### config.mk
export PLATFORM = sky130hd
export DESIGN_NAME = instruction_fetch_flat
export DESIGN_NICKNAME = d
export VERILOG_FILES = /design/src/rtl/instruction_fetch_if.sv /design/src/rtl/instruction_fetch.sv /design/src/flat_wrapper.sv
export SDC_FILE = /design/constraint.sdc
export NUM_CORES = 1
export LEC_CHECK = 0
export CAP_MARGIN = 20
export CORE_UTILIZATION = 48
export DETAILED_ROUTE_END_ITERATION = 16
export PLACE_DENSITY = 0.84
export SLEW_MARGIN = 20
export SYNTH_ARGS = -nofsm -noshare
export SYNTH_HDL_FRONTEND = slang
export SYNTH_SLANG_ARGS = --single-unit
export TNS_END_PERCENT = 30
### constraint.sdc
create_clock -name i_clk -period 4.5 [get_ports i_clk]
set_input_delay 0.9 -clock i_clk [delete_from_list [all_inputs] [get_ports i_clk]]
set_output_delay 0.9 -clock i_clk [all_outputs]
set_load 0.02 [all_outputs]
### src/rtl/instruction_fetch_if.sv
// -----------------------------------------------------------------------------
// instruction_fetch_if
//   Instruction-memory bus between the fetch stage and the instruction memory.
//   The fetch stage presents an address and the memory returns the word
//   combinationally in the same cycle.
//
//   Signals:
//     mem_address  fetch -> memory   instruction-memory address (= PC)
//     mem_data     memory -> fetch   10-bit instruction word at mem_address
//
//   Modports:
//     master  fetch-stage side (drives the address)
//     slave   memory side (drives the data)
// -----------------------------------------------------------------------------
interface instruction_fetch_if #(
  parameter int ADDR_WIDTH = 8
);
  logic [ADDR_WIDTH-1:0] mem_address;
  logic [9:0]            mem_data;

  modport master (output mem_address, input  mem_data);
  modport slave  (input  mem_address, output mem_data);
endinterface

### src/rtl/instruction_fetch.sv
// -----------------------------------------------------------------------------
// instruction_fetch
//   Single-stage instruction fetch with relative branch, absolute jump, stall,
//   and a halt/resume mechanism. The word read from memory is registered into
//   the Instruction output one cycle after its address is presented; a
//   redirect flushes the wrong-path word and costs one bubble cycle.
//
//   Ports:
//     i_clk               clock, all state updates on the rising edge
//     i_reset             synchronous active-high reset
//     i_stall             hold all fetch state this cycle
//     i_branch_taken      relative redirect for the word on o_instruction
//     i_branch_offset     6-bit two's-complement branch displacement
//     i_jump_taken        absolute redirect for the word on o_instruction
//     i_jump_target       absolute jump address
//     i_resume            leave the HALTED state
//     imem                instruction-memory bus (master side)
//     o_instruction       registered instruction word for decode
//     o_instruction_pc    address o_instruction was fetched from
//     o_instruction_valid o_instruction holds a real, non-flushed word
//     o_halted            fetch is in the HALTED state
// -----------------------------------------------------------------------------
module instruction_fetch #(
  parameter int                    ADDR_WIDTH  = 8,
  parameter logic [ADDR_WIDTH-1:0] RESET_PC    = '0,
  parameter logic [3:0]            HALT_OPCODE = 4'b1111
) (
  input  logic                  i_clk,
  input  logic                  i_reset,
  input  logic                  i_stall,
  input  logic                  i_branch_taken,
  input  logic [5:0]            i_branch_offset,
  input  logic                  i_jump_taken,
  input  logic [ADDR_WIDTH-1:0] i_jump_target,
  input  logic                  i_resume,
  instruction_fetch_if.master   imem,
  output logic [9:0]            o_instruction,
  output logic [ADDR_WIDTH-1:0] o_instruction_pc,
  output logic                  o_instruction_valid,
  output logic                  o_halted
);

  typedef enum logic {
    ST_RUN,
    ST_HALTED
  } state_t;

  state_t                r_state;
  logic [ADDR_WIDTH-1:0] r_pc;
  logic [9:0]            r_instr;
  logic [ADDR_WIDTH-1:0] r_instr_pc;
  logic                  r_valid;

  state_t                w_state_next;
  logic [ADDR_WIDTH-1:0] w_pc_next;
  logic [9:0]            w_instr_next;
  logic [ADDR_WIDTH-1:0] w_instr_pc_next;
  logic                  w_valid_next;

  logic [ADDR_WIDTH-1:0] w_pc_inc;
  logic [ADDR_WIDTH-1:0] w_branch_offset_ext;
  logic [ADDR_WIDTH-1:0] w_branch_target;
  logic                  w_is_halt;

  // Sign-extend the displacement; the sum wraps modulo 2^ADDR_WIDTH.
  assign w_branch_offset_ext = ADDR_WIDTH'($signed(i_branch_offset));
  assign w_branch_target     = r_instr_pc + ADDR_WIDTH'(1) + w_branch_offset_ext;
  assign w_pc_inc            = r_pc + ADDR_WIDTH'(1);
  assign w_is_halt           = (imem.mem_data[9:6] == HALT_OPCODE);

  // Next-state and datapath selection.
  always_comb begin
    // NOTE: every target gets a hold default first so no path infers a latch.
    w_state_next    = r_state;
    w_pc_next       = r_pc;
    w_instr_next    = r_instr;
    w_instr_pc_next = r_instr_pc;
    w_valid_next    = r_valid;

    unique case (r_state)
      ST_RUN: begin
        // Redirects refer to the word on o_instruction, so they only count
        // when that word is real; a flushed or empty slot ignores them.
        if (i_jump_taken && r_valid) begin
          w_pc_next    = i_jump_target;
          w_valid_next = 1'b0;
        end else if (i_branch_taken && r_valid) begin
          w_pc_next    = w_branch_target;
          w_valid_next = 1'b0;
        end else if (!i_stall) begin
          w_instr_next    = imem.mem_data;
          w_instr_pc_next = r_pc;
          w_valid_next    = 1'b1;
          if (w_is_halt) begin
            // PC stays on the halt word; resume steps past it.
            w_state_next = ST_HALTED;
          end else begin
            w_pc_next = w_pc_inc;
          end
        end
      end

      ST_HALTED: begin
        // The halt word was presented on the entry edge; drop it afterwards.
        w_valid_next = 1'b0;
        if (i_resume) begin
          w_state_next = ST_RUN;
          w_pc_next    = w_pc_inc;
        end
      end

      default: begin
        w_state_next = ST_RUN;
      end
    endcase
  end

  // State register; reset overrides everything, including redirects.
  always_ff @(posedge i_clk) begin
    // NOTE: sequential state uses non-blocking assignments so all registers
    // update together from values sampled before the edge.
    if (i_reset) begin
      r_state    <= ST_RUN;
      r_pc       <= RESET_PC;
      r_instr    <= '0;
      r_instr_pc <= '0;
      r_valid    <= 1'b0;
    end else begin
      r_state    <= w_state_next;
      r_pc       <= w_pc_next;
      r_instr    <= w_instr_next;
      r_instr_pc <= w_instr_pc_next;
      r_valid    <= w_valid_next;
    end
  end

  assign imem.mem_address    = r_pc;
  assign o_instruction       = r_instr;
  assign o_instruction_pc    = r_instr_pc;
  assign o_instruction_valid = r_valid;
  assign o_halted            = (r_state == ST_HALTED);

endmodule
### src/flat_wrapper.sv
// flat-port wrapper written by rule: the top's interface ports become plain ports
module instruction_fetch_flat 
#(
  parameter int                    ADDR_WIDTH  = 8,
  parameter logic [ADDR_WIDTH-1:0] RESET_PC    = '0,
  parameter logic [3:0]            HALT_OPCODE = 4'b1111
)
  (i_clk, i_reset, i_stall, i_branch_taken, i_branch_offset, i_jump_taken, i_jump_target, i_resume, o_instruction, o_instruction_pc, o_instruction_valid, o_halted, imem_mem_address, imem_mem_data);
  instruction_fetch_if #(.ADDR_WIDTH(ADDR_WIDTH)) imem_i ();
  input  logic i_clk;
  input  logic i_reset;
  input  logic i_stall;
  input  logic i_branch_taken;
  input  logic [5:0] i_branch_offset;
  input  logic i_jump_taken;
  input  logic [ADDR_WIDTH-1:0] i_jump_target;
  input  logic i_resume;
  output logic [9:0] o_instruction;
  output logic [ADDR_WIDTH-1:0] o_instruction_pc;
  output logic o_instruction_valid;
  output logic o_halted;
  output wire logic [$bits(imem_i.mem_address)-1:0] imem_mem_address;
  input wire logic [$bits(imem_i.mem_data)-1:0] imem_mem_data;
  assign imem_mem_address = imem_i.mem_address;
  assign imem_i.mem_data = imem_mem_data;
  instruction_fetch #(.ADDR_WIDTH(ADDR_WIDTH), .RESET_PC(RESET_PC), .HALT_OPCODE(HALT_OPCODE)) u_core (.i_clk(i_clk), .i_reset(i_reset), .i_stall(i_stall), .i_branch_taken(i_branch_taken), .i_branch_offset(i_branch_offset), .i_jump_taken(i_jump_taken), .i_jump_target(i_jump_target), .i_resume(i_resume), .imem(imem_i), .o_instruction(o_instruction), .o_instruction_pc(o_instruction_pc), .o_instruction_valid(o_instruction_valid), .o_halted(o_halted));
endmodule
==> reports/qor.csv, run 1 <==
metric,value,unit
slowest_delay,450,ps
synth_area,1663,µm²
switching_share,30.09,%
tns,0,ps
holdWs,464.0,ps
coreArea,3337,µm²
worstPathRequired,4760,ps
syn_to_final_growth,37.02,%
crit_chain,"clkdlybuf4s50_1, inv_1, ha_1, fa_1, nor2b_1, o22ai_1, xor2_1, a31oi_1, o221a_1",
r2r_slack,2470,ps
cp-start-kind,primary input,
root_buffer,clkbuf_4,
timing.critical_path.max_delay_family,adder cells,
path_max_fanout,2,
pwr-share-clk,26.6,%
p_int,0.4426,mW
seq_area_frac_synth,33.71,%
drt_iter0_markers,70,
via_per_inst,5.382,
layout.nets,298,
initial_core_util,49.83,%
die_w,60.86,µm
switchingPower,0.1905,mW
synth-seq-cells,28,
grt_usage,24.46,%
dp_slack,1507,ps
row_count,21,
hold_path.class,reg2reg,
reg2regPathDepth,8,
critPathKind,in2reg,
min-delay-start,u_core.o_instruction[1],
drive_above_1_share,6.589,%
cp.arrival,2900,ps
fmax,0.3789,GHz
final_max_slew_viol_count,0,
final_area,2278,µm²
vias,1636,
wire_per_inst,13.80,µm
tritoncts,built,
p_comb_share,28.6,%
ys_warn_count,0,
timing.final.ws_setup,1861,ps
htree_levels,1,
synth_cells,205,
cts_resized,0,
portBuffers,57,
overflow,0,
cts_hold_buffers,0,
die_y,60.86,µm
cap_violations,0,
clockBufferDepth,2,
ys_top_cells_by_area,"dfxtp_1 34%, nand2_1 9.9%, a21oi_1 7.8%",
first_pass_iters,5,
clock-sinks,28,
slowest_stage,clkdlybuf4s50_1,
synth_fp_nets,244,
cts_inserted_buffers,3,
yosysTopAreaCell,dfxtp_1,
p_leak,0.8534,nW
status,finished clean,
pwr_density_cell,277.9,nW/µm²
clk_latency,340,ps
ant_nets,0,
die_area,3703,µm²
grt_start_max_net_pins,25,
tightest_slew,917.7,ps
rsz0062_at_grt,false,
pin_count,58,
critPathBufInv,2,
antenna_cells,0,
gp_congestion,0.8870,
grt_pass1_wl,6706,µm
yosysUniqueCellTypes,50,
fin_crit,2639,ps
dpl-instance-area,2226,µm²
synth_top_area_share,33.71,%
hold_violations,0,
dp_hpwl,3093,µm
r2r-start,u_core.o_instruction_pc[0],
drcViolationCount,0,
slew-limit-headroom,38.63,%
min_to,u_core.o_instruction[1],
skew,7.198,ps
fin_crit_sh,58.65,%
rr_endpoint,u_core.imem.mem_address[4],
final_core_util,68.28,%
grt_pass1_vias,1462,
critPathCaptureType,register,
clk_pin_slew_worst_paths,160,ps
syn_avg_cell_area,8.111,µm²
seqPwrFrac,44.8,%
min_path_cells,2,
cts_setup_buffers,0,
grt_antenna_before_repair,0,
setup_viol,0,
wl,4196,µm
peakVddDrop,227.6,µV
==> cell type report <==
cell class | instances | area, µm²
clock buffer | 3 | 22.52
clock inverter | 1 | 30.03
fill | 298 | 1059
inverter | 10 | 37.54
multi-input combinational | 159 | 999.7
sequential | 28 | 560.5
tap | 46 | 57.56
timing repair buffer | 57 | 570.5
==> cells in the mapped netlist, drive strengths merged <==
cell     instances
a21boi           1
and3             4
a32oi            2
o21ai            9
ha               8
nand2b           3
and4             1
nor4             1
xnor2            4
o21bai           1
nor2b            3
a21oi           27
nand2           44
o22ai            3
clkbuf           2
inv             10
nand3b           2
nor2             9
nor3             4
dfxtp           28
mux2i            1
a211o            1
a31oi            3
or3              1
o211ai           1
and3b            1
a221oi           2
or2              1
o31ai            3
o21a             1
a2111oi          1
buf              6
xor2             5
nand4            3
o221a            1
nand3            6
nor3b            1
fa               1
==> stage by stage <==
stage	std cells	total power, mW
after CTS	304	0.6362
after global placement	300	0.4666
final	304	0.6332
after global routing	304	0.6663
after floorplan	205	0.3928
after detailed placement	300	0.4682
==> power by group through the flow <==
| stage | Sequential, mW | Combinational (mW) | Clock [mW] |
|---|---|---|---|
| 2_1_floorplan | 0.305 | 0.0880 | 0 |
| 3_3_place_gp | 0.289 | 0.178 | 0 |
| 3_5_place_dp | 0.289 | 0.179 | 0 |
| 4_1_cts | 0.284 | 0.181 | 0.172 |
| 5_1_grt | 0.286 | 0.198 | 0.182 |
| 6_report | 0.284 | 0.181 | 0.169 |
==> sequential cells by signal, summed over array words and instances (netlist names) <==
name / flops
u_core.o_halted: 1
u_core.imem.mem_address: 8
u_core.o_instruction_valid: 1
u_core.o_instruction: 10
u_core.o_instruction_pc: 8
==> cell usage in the layout, fill, tap and decap left out, types with 2 or more instances in the layout <==
| cell type | instances |
|---|---|
| and3_1 | 4 |
| o21ai_0 | 7 |
| a31oi_1 | 3 |
| nand3b_1 | 2 |
| clkdlybuf4s50_1 | 57 |
| ha_1 | 8 |
| a21oi_1 | 26 |
| xor2_1 | 5 |
| nor2b_1 | 3 |
| nand2b_1 | 3 |
| o31ai_1 | 2 |
| inv_1 | 10 |
| xnor2_1 | 4 |
| nand3_1 | 5 |
| dfxtp_1 | 28 |
| nand4_1 | 2 |
| nand2_1 | 44 |
| clkbuf_4 | 3 |
| a32oi_1 | 2 |
| nor3_1 | 3 |
| nor2_2 | 3 |
| o22ai_1 | 3 |
| nor2_1 | 5 |
==> tightest hold or removal path, delay by kind of cell (launching register included) <==
family             cells  cell delay [ps]
AOI/OAI and AO/OA      1               50
DFF                    1              340
and+or+nand+nor        1               50
==> how the worst max path moves through the flow <==
stage / startpoint / end / slack, ps / depth (start not counted)
2_1_floorplan: i_branch_offset[0] / u_core.imem.mem_address[6] / 2190 / 8
3_3_place_gp: i_branch_offset[0] / u_core.imem.mem_address[4] / 1530 / 9
4_1_cts: i_branch_offset[0] / u_core.imem.mem_address[6] / 1880 / 9
6_report: i_branch_offset[0] / u_core.imem.mem_address[4] / 1860 / 9
3_5_place_dp: i_branch_offset[0] / u_core.imem.mem_address[4] / 1510 / 9
5_1_grt: i_jump_taken / u_core.o_instruction[9] / 1770 / 6
==> kinds of logic (layout without fill, tap and decap cells) <==
family / count (synthesis) / after routing / share of synthesized area (%)
mux: 1 / 1 / 0.6020
simple gates: 84 / 84 / 25.81
flops: 28 / 28 / 33.71
compound gates: 56 / 56 / 21.75
buf+inv: 18 / 71 / 6.170
xor+xnor: 9 / 9 / 4.740
fa+ha+maj: 9 / 9 / 7.224
==> routing by layer <==
| layer | wire length (µm) | GRT usage (%) |
|---|---|---|
| met4 | 40 | 5.519 |
| met3 | 323 | 6.823 |
| met2 | 2000 | 41.60 |
| met1 | 1831 | 30.85 |
| met5 | 0 | 0 |
No activity file was read; power rests on OpenSTA's default activity.
==> inputs of run 2 (changes only) <==
- CORE_UTILIZATION: 48 -> 45
- PLACE_DENSITY: 0.84 -> 0.8
- clock period: 4.5 -> 2.55 ns (I/O delays scaled with it)
==> run 2 against run 1 <==
Effect of this change: largest power group unchanged; clock power up 110%; critical path depth stayed put; non-clock buffer count increased by 7; clock skew decreased by 1.1 ps; global-route usage is 2.0 points lower; worst setup slack worse by 1500 ps; combinational power increased by 82%; sequential share of layout area shrank 0.75 points; highest routed layer unchanged; sequential cell count stayed put; critical path type unchanged; utilization is essentially flat; die area increased by 6.5%; wire length up 0.33%.
==> reports/qor.csv, run 2 (synthesis gave the netlist of run 1 again) <==
metric,value,unit,change
cts_hold_buffers,0,,unchanged
grt.met2_usage,36.14,%,-5.5 points
skew,6.072,ps,-1.127 ps
layout.nets,305,,+2.3%
clock-sinks,28,,unchanged
wl,4210,µm,+0.33%
use_met1,29.75,%,-1.1 points
fin_cells,311,,+2.3%
peakVddDrop,355.4,µV,+56%
crit_chain,"clkdlybuf4s50_1, inv_1, ha_1, fa_1, nor2b_1, o22ai_1, xor2_1, a31oi_1, o221a_1",,
grt_start_max_net_pins,19,,-24%
clockBufferDepth,2,,unchanged
final_max_slew_viol_count,0,,unchanged
coreArea,3442,µm²,+3.1%
reg2regPathDepth,8,,unchanged
drt_iter0_markers,105,,+50%
p_leak,0.8947,nW,+4.8%
pin_count,58,,unchanged
tightest_slew,653.8,ps,-263.9 ps
cts_setup_buffers,0,,unchanged
slowest_delay,450,ps,about the same
pwr_density_cell,502.9,nW/µm²,+81%
grt_pass1_wl,7079,µm,+5.6%
root_buffer,clkbuf_8,,
clk_latency,280,ps,-60 ps
tns,0,ps,unchanged
die_y,62.79,µm,+3.2%
largest_reg_flops,10,,unchanged
grt_antenna_before_repair,0,,unchanged
vias,1682,,+2.8%
critPathKind,in2reg,,
wire_per_inst,13.54,µm,-1.9%
ant_nets,0,,unchanged
timing.critical_path.max_delay_family,adder cells,,
layout_commonest_cell,clkdlybuf4s50_1,,
mostFrequentLayoutCells,"57 x clkdlybuf4s50_1, 44 x nand2_1, 28 x dfxtp_1, 26 x a21oi_1, 10 x inv_1",,
r2r-start,u_core.o_instruction_pc[0],,
slowest_stage,clkdlybuf4s50_1,,
grt_pass1_vias,1586,,+8.5%
drive_above_1_share,9.057,%,+2.5 points
hold_violations,0,,unchanged
overflow,0,,unchanged
htree_levels,1,,unchanged
grt_usage,22.48,%,-2.0 points
fin_crit_sh,87.02,%,
dp_hpwl,3133,µm,+1.3%
tritoncts,built,,
top_usage_layer,met2,,
dp.cells,307,,+2.3%
min_to,u_core.o_instruction[1],,
cts_inserted_buffers,3,,unchanged
cts_resized,0,,unchanged
slew-limit-headroom,56.41,%,+18 points
hold_path.class,reg2reg,,
cp-start-kind,primary input,,
portBuffers,57,,unchanged
r2r_slack,620,ps,-1850 ps
setup_viol,0,,unchanged
fin_crit,2219,ps,
die_area,3943,µm²,+6.5%
via_per_inst,5.408,,+0.50%
min-delay-start,u_core.o_instruction[1],,
die_w,62.79,µm,+3.2%
critPathBufInv,2,,unchanged
min_path_cells,2,,unchanged
cp.arrival,2390,ps,-510 ps
fmax,0.4507,GHz,
syn_to_final_growth,41.31,%,
row_count,21,,unchanged
antenna_cells,0,,unchanged
path_max_fanout,2,,unchanged
worstPathRequired,2720,ps,-2040 ps
rsz0062_at_grt,false,,
rr_endpoint,u_core.imem.mem_address[4],,
initial_core_util,48.31,%,-1.5 points
clk_pin_slew_worst_paths,100,ps,-60 ps
gp_congestion,0.8801,,-0.78%
critPathCaptureType,register,,
first_pass_iters,4,,-1
drcViolationCount,0,,unchanged
grtUsageMet3,4.380,%,-2.4 points
status,finished clean,,
cap_violations,0,,unchanged
## run 2: per-stage QoR
| step | power (mW) | utilization, % | setup slack, ps | cell area [µm²] | hold slack [ps] |
|---|---|---|---|---|---|
| 6_report | 1.182 | 68.27 | 331.0 | 2350 | 458.7 |
| 5_1_grt | 1.243 | 68.27 | 167.6 | 2350 | 481.1 |
| 4_1_cts | 1.190 | 68.27 | 323.2 | 2350 | 463.4 |
| 3_5_place_dp | 0.8357 | 66.19 | 22.13 | 2278 | 448.4 |
| 3_3_place_gp | 0.8334 | 66.19 | 87.78 | 2278 | 442.8 |
| 2_1_floorplan | 0.6932 | - | 632.7 | 1663 | 532.7 |
## run 2: layout make-up
cell class | instances | area [µm²]
Timing Repair Buffer | 64 | 623.1
Clock inverter | 1 | 30.03
Multi-Input combinational cell | 159 | 999.7
Sequential cell | 28 | 560.5
Tap cell | 46 | 57.56
Inverter | 10 | 37.54
Fill cell | 295 | 1092
Clock buffer | 3 | 41.29
## run 2: how the worst max path moves through the flow
stage	startpoint	end	slack, ps	cells after the start
floorplan	i_branch_offset[0]	u_core.imem.mem_address[6]	630	8
global placement	i_branch_offset[0]	u_core.imem.mem_address[4]	90	9
detailed placement	i_branch_offset[0]	u_core.imem.mem_address[4]	20	9
CTS	i_branch_offset[0]	u_core.imem.mem_address[4]	320	9
global route	i_branch_offset[0]	u_core.imem.mem_address[4]	170	9
finish	i_branch_offset[0]	u_core.imem.mem_address[4]	330	9
## run 2: layer usage
metal / part of all wire [%] / up-vias
met5: 0 / -
li1: - / 842
met2: 46 / 64
met3: 7.0 / 5
met4: 1.0 / 0
met1: 46 / 771
## run 2: worst min-delay path, stage by stage (launching register included)
cell	delay (ps)
dfxtp_1	320
nand2_1	50
a21oi_1	50
## run 2: power by group
part	total [mW]	switching [mW]	internal, mW
combinational	0.329	0.166	0.163
clock	0.353	0.143	0.210
sequential	0.500	0.0334	0.466
total	1.18	0.342	0.839
